`src/rtl/mem_arbiter.sv`:
```
// Two-port round-robin arbiter for a single-port memory, with a bounded lock for
// atomic sequences and a fixed-latency read-return tag pipe that routes data back.
module mem_arbiter #(
  parameter int unsigned AW       = 32,
  parameter int unsigned DW       = 32,
  parameter int unsigned READ_LAT = 1,
  parameter int unsigned MAX_LOCK = 16
) (
  input  logic          clk,
  input  logic          reset_n_i,
  input  logic          m0_req_i,
  input  logic          m0_we_i,
  input  logic          m0_lock_i,
  input  logic [AW-1:0] m0_addr_i,
  input  logic [DW-1:0] m0_wdata_i,
  output logic          m0_gnt_o,
  output logic          m0_rvalid_o,
  output logic [DW-1:0] m0_rdata_o,
  input  logic          m1_req_i,
  input  logic          m1_we_i,
  input  logic          m1_lock_i,
  input  logic [AW-1:0] m1_addr_i,
  input  logic [DW-1:0] m1_wdata_i,
  output logic          m1_gnt_o,
  output logic          m1_rvalid_o,
  output logic [DW-1:0] m1_rdata_o,
  output logic          mem_en_o,
  output logic          mem_we_o,
  output logic [AW-1:0] mem_addr_o,
  output logic [DW-1:0] mem_wdata_o,
  input  logic [DW-1:0] mem_rdata_i
);

  localparam int unsigned   CW       = $clog2(MAX_LOCK + 1);
  localparam logic [CW-1:0] LOCK_MAX = CW'(MAX_LOCK);

  typedef enum logic [1:0] {ST_ARB, ST_LOCK0, ST_LOCK1} state_t;

  state_t              r_state, w_state_nxt;
  logic                r_last, w_last_nxt;
  logic [CW-1:0]       r_lock_cnt, w_lock_cnt_nxt;
  logic [READ_LAT-1:0] r_tag_v, r_tag_p;
  logic                w_gnt0, w_gnt1, w_issue;

  // Grants are forced low while reset is asserted, independent of the clock.
  always_comb begin
    w_gnt0 = 1'b0;
    w_gnt1 = 1'b0;
    if (reset_n_i) begin
      case (r_state)
        ST_LOCK0: w_gnt0 = m0_req_i;
        ST_LOCK1: w_gnt1 = m1_req_i;
        default: begin
          if (m0_req_i && m1_req_i) begin
            w_gnt0 = r_last;
            w_gnt1 = !r_last;
          end else begin
            w_gnt0 = m0_req_i;
            w_gnt1 = m1_req_i;
          end
        end
      endcase
    end
  end

  assign w_issue     = w_gnt0 || w_gnt1;
  assign m0_gnt_o    = w_gnt0;
  assign m1_gnt_o    = w_gnt1;
  assign mem_en_o    = w_issue;
  assign mem_we_o    = w_gnt1 ? m1_we_i : (w_gnt0 ? m0_we_i : 1'b0);
  assign mem_addr_o  = w_gnt1 ? m1_addr_i : (w_gnt0 ? m0_addr_i : '0);
  assign mem_wdata_o = w_gnt1 ? m1_wdata_i : (w_gnt0 ? m0_wdata_i : '0);

  always_comb begin
    w_state_nxt    = r_state;
    w_last_nxt     = w_issue ? w_gnt1 : r_last;
    w_lock_cnt_nxt = r_lock_cnt;
    case (r_state)
      ST_ARB: begin
        if (w_gnt0 && m0_lock_i) begin
          w_state_nxt    = ST_LOCK0;
          w_lock_cnt_nxt = CW'(1);
        end else if (w_gnt1 && m1_lock_i) begin
          w_state_nxt    = ST_LOCK1;
          w_lock_cnt_nxt = CW'(1);
        end
      end
      ST_LOCK0: begin
        // Hitting the limit hands priority to the other port at the next contention.
        if (!m0_lock_i || r_lock_cnt == LOCK_MAX) begin
          w_state_nxt    = ST_ARB;
          w_lock_cnt_nxt = '0;
          if (m0_lock_i) w_last_nxt = 1'b0;
        end else begin
          w_lock_cnt_nxt = r_lock_cnt + CW'(1);
        end
      end
      ST_LOCK1: begin
        if (!m1_lock_i || r_lock_cnt == LOCK_MAX) begin
          w_state_nxt    = ST_ARB;
          w_lock_cnt_nxt = '0;
          if (m1_lock_i) w_last_nxt = 1'b1;
        end else begin
          w_lock_cnt_nxt = r_lock_cnt + CW'(1);
        end
      end
      default: w_state_nxt = ST_ARB;
    endcase
  end

  always_ff @(posedge clk or negedge reset_n_i) begin
    if (!reset_n_i) begin
      r_state    <= ST_ARB;
      r_last     <= 1'b1;
      r_lock_cnt <= '0;
      r_tag_v    <= '0;
      r_tag_p    <= '0;
    end else begin
      r_state    <= w_state_nxt;
      r_last     <= w_last_nxt;
      r_lock_cnt <= w_lock_cnt_nxt;
      r_tag_v[0] <= w_issue && !mem_we_o;
      r_tag_p[0] <= w_gnt1;
      for (int unsigned i = 1; i < READ_LAT; i++) begin
        r_tag_v[i] <= r_tag_v[i-1];
        r_tag_p[i] <= r_tag_p[i-1];
      end
    end
  end

  assign m0_rvalid_o = r_tag_v[READ_LAT-1] && !r_tag_p[READ_LAT-1];
  assign m1_rvalid_o = r_tag_v[READ_LAT-1] && r_tag_p[READ_LAT-1];
  assign m0_rdata_o  = mem_rdata_i;
  assign m1_rdata_o  = mem_rdata_i;

endmodule
```
`config.mk`:
```
export PLATFORM = sky130hd
export DESIGN_NAME = mem_arbiter
export DESIGN_NICKNAME = d
export VERILOG_FILES = /design/src/rtl/mem_arbiter.sv
export SDC_FILE = /design/constraint.sdc
export NUM_CORES = 1
export LEC_CHECK = 0
export ABC_AREA = 1
export CAP_MARGIN = 20
export CORE_AREA = 2 2 119 121
export CTS_BUF_LIST = sky130_fd_sc_hd__clkbuf_8 sky130_fd_sc_hd__clkbuf_16
export DETAILED_ROUTE_END_ITERATION = 12
export DIE_AREA = 0 0 121 123
export DONT_BUFFER_PORTS = 1
export GPL_ROUTABILITY_DRIVEN = 0
export PLACE_DENSITY_LB_ADDON = 0.12
export SLEW_MARGIN = 20
export SYNTH_ARGS = -nofsm -noshare
export SYNTH_HDL_FRONTEND = slang
export SYNTH_SLANG_ARGS = --single-unit
```
`constraint.sdc`:
```
create_clock -name clk -period 6.1 [get_ports clk]
set_input_delay 1.83 -clock clk [delete_from_list [all_inputs] [get_ports clk]]
set_output_delay 1.83 -clock clk [all_outputs]
set_load 0.05 [all_outputs]
```
### After elaboration in Yosys (flattened, before gate mapping)

Index checks and enable logic that the tools add are counted.

* memories: 0
* output and inout bits: 134
* logic and storage cells: 58
* bits in registers: 10
* latch bits: 0
* bits of input ports: 168
* bits in read-only memories: 0
* RAM bits: 0

* bitwise operators: 0
* reductions and logical operators: 18
* shift operators: 0
* divide/modulo/power cells: 0
* order comparisons: 0
* $add $sub $neg: 1
* muxes and demuxes: 28
* $mul: 0
* eq/ne operators: 6

Operators with widths (number)
* two-way mux 32 bit: 4
* two-way mux 5 bit: 4
* case mux 5 bit (3 select lines): 1
* two-way mux 1 bit: 11
* two-way mux 2 bit: 4
* logical AND 1 bit: 6
* case mux 1 bit (2 select lines): 3
* case mux 2 bit (3 select lines): 1
* adder 5 x 1 -> 5 bit (second input constant): 1
* equality test 5 bit (second input constant): 1
* zero test 1 bit: 5
* != test 2 bit (second input constant): 2
* logical OR 1 bit: 3
* != test 3 bit (second input constant): 1
* AND reduction 3 bit: 1
* nonzero test 3 bit: 1
* equality test 2 x 1 -> 1 bit (second input constant): 1
* equality test 2 bit (second input constant): 1
* zero test 2 bit: 1
* AND reduction 2 bit: 1

### Depth between registers and ports, before layout

Gate-level depths: netlist of run 1.

* depth in word-level cells: 9
* gate-level depth with buffers: 11
* depth with buffers taken out: 9

### Least setup slack after synthesis of run 1

Ideal clock, no wire load.

* kind: input-to-output
* from: in reset_n_i
* to: out mem_wdata_o[22]
* data arrival time: 3.032 ns
* data required time: 4.270 ns
* path buffers: 2
* stages on the path: 7
* path slack: 1.238 ns
* cell sequence: nand2_1 -> a21oi_2 -> and2_4 -> buf_6 -> buf_2 -> nand3_1 -> nand2_1

* cells in the longest elaborated chain, start to end: 3
* elaborated cells on any way between the ends: 4
* classes of those cells: mux: 4

RTL lines
* from (decl): RTL line 10 `input logic reset_n_i,`
* two-way mux 1 bit: RTL line 49 `if (reset_n_i) begin`
* named net m0_gnt_o: RTL line 16 `output logic m0_gnt_o,`
* two-way mux 32 bit (2 in series): RTL line 72 `assign mem_wdata_o = w_gnt1 ? m1_wdata_i : (w_gnt0 ? m0_wdata_i : '0);`
* to (decl): RTL line 30 `output logic [DW-1:0] mem_wdata_o,`

The timed path passes the listed nets, and every way through them passes these cells.

### Worst setup path in the final report of run 1

* from: in reset_n_i
* to: out mem_addr_o[4]

* cells in the longest elaborated chain, start to end: 3
* elaborated cells on any way between the ends: 4
* classes of those cells: mux: 4

RTL lines
* two-way mux 1 bit: RTL line 49
* two-way mux 32 bit: RTL line 71 `assign mem_addr_o = w_gnt1 ? m1_addr_i : (w_gnt0 ? m0_addr_i : '0);`
* two-way mux 32 bit (*): RTL line 71
* to (decl): RTL line 29 `output logic [AW-1:0] mem_addr_o,`

Mark *: on every way between the ends. The rest lies on a longest branch, timed or not.

==> results of run 1 <==
[critical path: cells and delay by family]
kind                   cells  cell delay, ns
buffers and inverters      2            0.44
AO/OA/AOI/OAI              1            0.15
AND/OR/NAND/NOR            4            0.74
[final timing paths]
kind                             from            end  slack, ns  depth (start not counted)
min in group asynchronous   reset_n_i  r_lock_cnt[3]       1.29                          0
min reg2reg                r_state[1]     r_state[1]       0.54                          2
max in group asynchronous   reset_n_i         r_last       4.64                          0
min                        r_state[1]     r_state[1]       0.54                          2
max                         reset_n_i  mem_addr_o[4]       1.07                          7
max reg2reg                r_state[0]     r_state[0]       3.89                          7
[sequential cells by signal (all words and copies together), names as in the netlist]
name        cells
r_last          1
r_state         2
r_tag_v         1
r_lock_cnt      5
r_tag_p         1
[layer usage]
layer	part of all wire	GRT usage	vias to the layer above	wire length, um
met2	0.51	0.1675	145	3953
met1	0.35	0.1032	989	2711
li1	-	-	1110	-
met4	0.020	0.02180	0	159
met5	0	0	-	0
met3	0.13	0.03690	23	984
[metrics by stage]
| stage | power, uW | utilization | setup slack (ns) | std cells |
|---|---|---|---|---|
| final | 1566 | 0.2428 | 1.065 | 550 |
| after detailed placement | 1470 | 0.2370 | 1.031 | 546 |
| after CTS | 1585 | 0.2428 | 1.035 | 550 |
| after global placement | 1467 | 0.2370 | 1.054 | 546 |
| after global routing | 1661 | 0.2428 | 0.9442 | 550 |
| after floorplan | 1015 | - | 1.238 | 380 |
[power by group through the flow]
| stage | Sequential [uW] | Combinational [uW] | Clock, uW |
|---|---|---|---|
| after detailed placement | 109 | 1360 | 0 |
| after CTS | 108 | 1360 | 114 |
| final | 108 | 1350 | 112 |
| after global placement | 109 | 1360 | 0 |
| after floorplan | 103 | 912 | 0 |
| after global routing | 113 | 1430 | 120 |
[placed cells by master, fill, tap and decap left out]
cell type  instances
nand2_1          156
buf_12            66
nand3_1           59
nand3_2           20
inv_1             15
dfrtp_1            9
nor2_1             7
buf_4              7
ha_1               6
a21oi_2            3
nand2_2            3
o21ai_0            3
clkbuf_16          3
inv_2              2
nand4_1            2
xor2_1             2
or3_1              1
nor2_2             1
and2_4             1
or2_2              1
and2_1             1
xnor2_1            1
dfstp_2            1
[cell families after synthesis]
family / after synthesis / share of synthesized area
DFF: 10 / 0.1100
adders and majority gates: 6 / 0.03284
buffers and inverters: 103 / 0.3147
and+or+nand+nor: 252 / 0.5129
AOI/OAI and AO/OA: 6 / 0.01806
xor gates and xnor gates: 3 / 0.01150
[final cells by class]
cell class / count / area [sq um]
well taps: 180 / 225.2
clock buffers: 3 / 75.07
multi-input cells: 267 / 1315
fillers: 1488 / 10310
repair buffers: 73 / 1374
clock inverters: 1 / 3.754
flip-flops and latches: 10 / 251.5
inverters: 16 / 60.06
==> impl_table.tex, run 1 <==
\begin{tabular}{lr}
\hline
Metric & Value \\
\hline
\multicolumn{2}{l}{\textbf{STA}} \\
\quad Worst clock skew & 0.0009545 ns \\
\quad Final period util & 0.8254 \\
\quad Max Clk Rate & 0.1986 GHz \\
\quad Max-slew headroom & 0.3775 \\
\quad Setup repair after global routing missed its margin & no \\
\quad Post-layout minimum cycle time & 5.035 ns \\
\quad Final setup violation count & 0 \\
\quad Slew @ Worst Pin & 0.9303 ns \\
\quad Hold slack & 0.5448 ns \\
\quad Setup TNS & 0 ns \\
\quad Count of final max-slew check failures & 0 \\
\quad Final count of hold timing violations & 0 \\
\multicolumn{2}{l}{\textbf{Cells and area}} \\
\quad Post-route design area & 0.003304 sq mm \\
\quad Syn-to-layout area delta & 44.55\% \\
\quad Share of layout cells above drive strength 1 & 0.2919 \\
\quad Count of inserted antenna diode cells & 0 \\
\quad Number of nets in the layout & 545 \\
\multicolumn{2}{l}{\textbf{Floorplan}} \\
\quad Floorplan die area & 0.01488 sq mm \\
\quad Die height & 123 um \\
\quad Starting Density & 0.1679 \\
\quad Placement row count & 43 \\
\quad IO Pins & 302 \\
\quad Die span in x & 121 um \\
\quad Placeable core area & 0.01361 sq mm \\
\multicolumn{2}{l}{\textbf{Power}} \\
\quad Internal power & 707.2 uW \\
\quad NetSw & 858.4 uW \\
\quad Sw Share & 0.5483 \\
\quad Combinational share of power & 0.859 \\
\quad Leakage power summed over all cells & 0.001572 uW \\
\quad Worst ir drop on vdd & 0.1289 mV \\
\quad Part of the power in registers & 0.069 \\
\quad Pwr dens & 473.8 mW/mm\^{}2 \\
\quad Clock network power share & 0.072 \\
\multicolumn{2}{l}{\textbf{Setup path}} \\
\quad Endpoint class of the critical path & output port \\
\quad Slowest-stage cell, CP & and2\_4 \\
\quad Most frequent CP cell & nand2\_1 \\
\quad Critical path start-end classification & input pin to output port \\
\quad Worst Path Arrival & 3.20 ns \\
\quad Maximum net fanout on the critical path & 36 \\
\quad Kind of launch point of the worst setup path & input pin \\
\quad Cell Chain, Critical Path & nand2\_1, a21oi\_2, and2\_4, buf\_4, nand3\_1, nand2\_1, buf\_12 \\
\quad Worst path required time & 4.27 ns \\
\quad Slowest Stage Delay on Critical Path & 0.45 ns \\
\multicolumn{2}{l}{\textbf{CTS}} \\
\quad Deepest level of the CTS H-tree & 1 \\
\quad Longest Clk Path Bufs & 2 \\
\quad Clock latency on the worst-skew pair & 0.23 ns \\
\quad TritonCTS clock tree & built \\
\quad Number of buffers created by CTS & 3 \\
\quad Post-cts hold buffer count & 0 \\
\quad Sinks on the clock net & 10 \\
\quad Clock root buffer master & clkbuf\_16 \\
\quad Post-cts repair resize count & 0 \\
\quad Clk slew on worst S/H paths & 0.04 ns \\
\quad Post-CTS repair timing setup buffer count & 0 \\
\multicolumn{2}{l}{\textbf{Detailed routing}} \\
\quad Remaining DRCs & 0 \\
\quad Detailed router's first-iteration violation count & 82 \\
\quad DRT Wirelength & 7.809 mm \\
\quad Via count & 2267 \\
\quad Number of antenna-violating nets in the routed design & 0 \\
\quad Drt pass-1 iters & 4 \\
\quad Post-detailed-route wirelength per cell & 14.20 um \\
\quad Routed via count divided by cell count & 4.122 \\
\multicolumn{2}{l}{\textbf{Synthesis}} \\
\quad Synth unique cells & 26 \\
\quad Synthesized netlist net count & 554 \\
\quad Number of synthesized register bits & 10 \\
\quad EDFF count, synth & 0 \\
\quad Post-synthesis cell area & 0.002286 sq mm \\
\quad Most used standard cells in the synthesized netlist & 156 x nand2\_1, 67 x buf\_4, 59 x nand3\_1 \\
\quad Area share of the largest cell type after synthesis & 0.2562 \\
\quad Share of flip-flops with an asynchronous set or reset & 1.000 \\
\quad Post-synthesis instance total & 380 \\
\quad Part of the Yosys area used for sequential elements & 0.1100 \\
\quad Cell type with the largest total area after synthesis & nand2\_1 \\
\quad Per-instance average area after synthesis & 6.016 sq um \\
\quad Most frequent cell after synthesis & nand2\_1 \\
\quad Cell types with the largest area share after synthesis & nand2\_1 26\%, buf\_4 22\%, nand3\_1 13\% \\
\quad Primary FF master, synth & dfrtp\_1 \\
\quad Synthesis Warnings & 0 \\
\multicolumn{2}{l}{\textbf{Placed design}} \\
\quad Detailed-placement wirelength estimate & 6.678 mm \\
\quad Buffers on Ports & 0 \\
\quad DP Area & 0.003226 sq mm \\
\multicolumn{2}{l}{\textbf{GRT}} \\
\quad Largest net degree at the start of global routing & 48 \\
\quad GRT overflow & 0 \\
\quad Wire length of the first global-routing pass & 11.29 mm \\
\quad Number of antenna violations at the first check in global routing & 0 \\
\quad Via count of the first global-routing pass & 2249 \\
\quad GRT Util Overall & 0.09320 \\
\multicolumn{2}{l}{\textbf{Outcome}} \\
\quad Result of the run & finished, final reports clean \\
\multicolumn{2}{l}{\textbf{Min path}} \\
\quad Min-Delay Path Class & flip-flop to flip-flop \\
\multicolumn{2}{l}{\textbf{Job}} \\
\quad Number of violations of the max-capacitance limit & 0 \\
\hline
\end{tabular}
Note: power is estimated with default switching activity, not from simulation.
==> run 2: changes to the inputs <==
clock period = 4.15 ns   (was 6.1 ns; I/O delays follow)
==> run 2 against run 1 <==
Compared with the run above: critical path depth stayed put; total power is 49% higher; clock power is 46% higher; clock-buffer cell count stayed put; wire length is 1.5% higher; non-clock buffer count is 1 lower; die area stayed put; combinational power is 49% higher; largest cell class unchanged; design area is 1.3% higher.
==> impl_table.tex, run 2 (synthesis results as in run 1) <==
\begin{tabular}{lr}
\hline
Metric & Value \\
\hline
\multicolumn{2}{l}{\textbf{Setup path}} \\
\quad Kind of launch point of the worst setup path & input pin \\
\quad Cell depth of the worst flop-to-flop path & 9 (+2) \\
\quad Worst Path Arrival & 2.44 ns (-0.76 ns) \\
\quad Register-to-register path setup slack & 2.18 ns (-1.71 ns) \\
\quad End of the worst register-to-register path & r\_last \\
\quad Critical path start-end classification & input pin to output port \\
\quad Maximum net fanout on the critical path & 35 (-2.8\%) \\
\quad Worst path required time & 2.90 ns (-1.37 ns) \\
\quad Critical register-to-register path startpoint & r\_state[0] \\
\quad Endpoint class of the critical path & output port \\
\multicolumn{2}{l}{\textbf{CTS}} \\
\quad Number of buffers created by CTS & 3 (unchanged) \\
\quad Post-cts hold buffer count & 0 (unchanged) \\
\quad Post-cts repair resize count & 0 (unchanged) \\
\quad Longest Clk Path Bufs & 2 (unchanged) \\
\quad Clk slew on worst S/H paths & 0.04 ns (about the same) \\
\quad TritonCTS clock tree & built \\
\quad Deepest level of the CTS H-tree & 1 (unchanged) \\
\quad Clock latency on the worst-skew pair & 0.23 ns (about the same) \\
\quad Post-CTS repair timing setup buffer count & 0 (unchanged) \\
\quad Sinks on the clock net & 10 (unchanged) \\
\quad Clock root buffer master & clkbuf\_16 \\
\multicolumn{2}{l}{\textbf{Power}} \\
\quad NetSw & 1268 uW (+48\%) \\
\quad Leakage power summed over all cells & 0.001582 uW (+0.66\%) \\
\quad Worst ir drop on vdd & 0.2387 mV (+85\%) \\
\quad Internal power & 1066 uW (+51\%) \\
\quad Sw Share & 0.5434 (-0.004915) \\
\quad Pwr dens & 697.5 mW/mm\^{}2 (+47\%) \\
\quad Clock network power share & 0.070 (-0.002) \\
\quad Combinational share of power & 0.862 (+0.003) \\
\quad Part of the power in registers & 0.068 (about the same) \\
\multicolumn{2}{l}{\textbf{Floorplan}} \\
\quad IO Pins & 302 (unchanged) \\
\quad Floorplan die area & 0.01488 sq mm (unchanged) \\
\quad Die span in x & 121 um (unchanged) \\
\quad Starting Density & 0.1679 (unchanged) \\
\quad Placeable core area & 0.01361 sq mm (unchanged) \\
\quad Die height & 123 um (unchanged) \\
\quad Placement row count & 43 (unchanged) \\
\multicolumn{2}{l}{\textbf{Cells and area}} \\
\quad Share of layout cells above drive strength 1 & 0.2900 (-0.001919) \\
\quad Count of inserted antenna diode cells & 0 (unchanged) \\
\quad Commonest cells after routing, fill and taps aside & 156 x nand2\_1, 70 x buf\_12, 59 x nand3\_1 \\
\quad Number of nets in the layout & 544 (-0.18\%) \\
\quad Post-route core utilization & 0.2459 (+0.003126) \\
\quad Final cell count without fillers & 549 (-0.18\%) \\
\quad Syn-to-layout area delta & 46.41\% \\
\quad Flip-flop count of the largest register, all copies and words added & 5 (unchanged) \\
\quad Reg with most FFs & r\_lock\_cnt \\
\quad Top Registers & r\_lock\_cnt: 5 flops, r\_state: 2 flops \\
\quad Most common cell after layout, fill and taps aside & nand2\_1 \\
\multicolumn{2}{l}{\textbf{Detailed routing}} \\
\quad Post-detailed-route wirelength per cell & 14.44 um (+1.7\%) \\
\quad Via count & 2321 (+2.4\%) \\
\quad Routed via count divided by cell count & 4.228 (+2.6\%) \\
\quad Detailed router's first-iteration violation count & 76 (-7.3\%) \\
\quad DRT Wirelength & 7.930 mm (+1.5\%) \\
\quad Drt pass-1 iters & 4 (unchanged) \\
\quad Number of antenna-violating nets in the routed design & 0 (unchanged) \\
\quad Remaining DRCs & 0 (unchanged) \\
\multicolumn{2}{l}{\textbf{STA}} \\
\quad Count of final max-slew check failures & 0 (unchanged) \\
\quad Slew @ Worst Pin & 0.9284 ns (-0.001895 ns) \\
\quad Worst clock skew & 0.002082 ns (+0.001127 ns) \\
\quad Max Clk Rate & 0.2716 GHz \\
\quad Max-slew headroom & 0.3788 (+0.001268) \\
\quad Setup repair after global routing missed its margin & no \\
\quad Final count of hold timing violations & 0 (unchanged) \\
\quad Post-layout minimum cycle time & 3.682 ns \\
\quad Final setup violation count & 0 (unchanged) \\
\quad Final period util & 0.8872 \\
\quad Setup TNS & 0 ns (unchanged) \\
\multicolumn{2}{l}{\textbf{GRT}} \\
\quad GRT Util Overall & 0.09576 (+0.002554) \\
\quad Number of antenna violations at the first check in global routing & 0 (unchanged) \\
\quad Largest net degree at the start of global routing & 43 (-10\%) \\
\quad Via count of the first global-routing pass & 2296 (+2.1\%) \\
\quad GRT overflow & 0 (unchanged) \\
\quad Wire length of the first global-routing pass & 11.56 mm (+2.4\%) \\
\multicolumn{2}{l}{\textbf{Min path}} \\
\quad Worst Hold Endpoint & r\_lock\_cnt[1] \\
\quad Min-Delay Path Class & flip-flop to flip-flop \\
\quad Beginning of the worst hold path & r\_lock\_cnt[1] \\
\quad Worst hold path stage count & 2 (unchanged) \\
\multicolumn{2}{l}{\textbf{Outcome}} \\
\quad Result of the run & finished, final reports clean \\
\multicolumn{2}{l}{\textbf{Job}} \\
\quad Number of violations of the max-capacitance limit & 0 (unchanged) \\
\multicolumn{2}{l}{\textbf{Placed design}} \\
\quad Buffers on Ports & 0 (unchanged) \\
\quad Detailed-placement wirelength estimate & 6.650 mm (-0.42\%) \\
\quad Total instance count after detailed placement & 545 (-0.18\%) \\
\hline
\end{tabular}
-- run 2: changes by cell type in the layout (fill, tap and decap cells not counted) --
cell / change
buf_4: -5
buf_12: +4
-- run 2: layout make-up --
class	count	area, sq um
multi-input cells	267	1315
well taps	180	225.2
inverters	16	60.06
repair buffers	72	1416
fillers	1504	10260
clock buffers	3	75.07
flip-flops and latches	10	251.5
clock inverters	1	3.754
-- run 2: power by group through the flow --
stage                     clock, uW  combinational, uW  sequential, uW
after floorplan                   0               1340             151
after global placement            0               2030             160
after detailed placement          0               2030             161
after CTS                       168               2040             159
after global routing            177               2130             168
final                           164               2010             159
-- run 2: per-stage QoR --
step / setup WS (ns) / power [uW] / cell area, sq um / hold WS, ns
after floorplan: 0.4585 / 1492 / 2286 / 0.4835
after global placement: 0.4897 / 2188 / 3268 / 0.5479
after detailed placement: 0.4790 / 2195 / 3268 / 0.5429
after CTS: 0.4776 / 2367 / 3347 / 0.5529
after global routing: 0.3693 / 2474 / 3347 / 0.6034
final: 0.4681 / 2335 / 3347 / 0.5486
-- run 2: worst max-delay path by stage --
stage,start,end,slack [ns],depth (start not counted)
after global routing,r_state[0],mem_addr_o[20],0.37,8
after floorplan,reset_n_i,mem_wdata_o[22],0.46,7
after CTS,reset_n_i,mem_addr_o[20],0.48,7
after detailed placement,reset_n_i,mem_addr_o[20],0.48,7
after global placement,reset_n_i,mem_addr_o[20],0.49,7
final,reset_n_i,mem_addr_o[20],0.47,7
-- run 2: layer usage --
metal	wire length, um	GRT usage
met5	0	0
met4	144	0.02398
met3	1027	0.03506
met2	4058	0.1735
met1	2700	0.1060
-- run 2: worst max-delay path: stages --
cell and delay, ns:
nand2_1 0.04, a21oi_2 0.14, and2_4 0.32, buf_12 0.24
nand3_1 0.15, nand2_1 0.14, buf_12 0.14
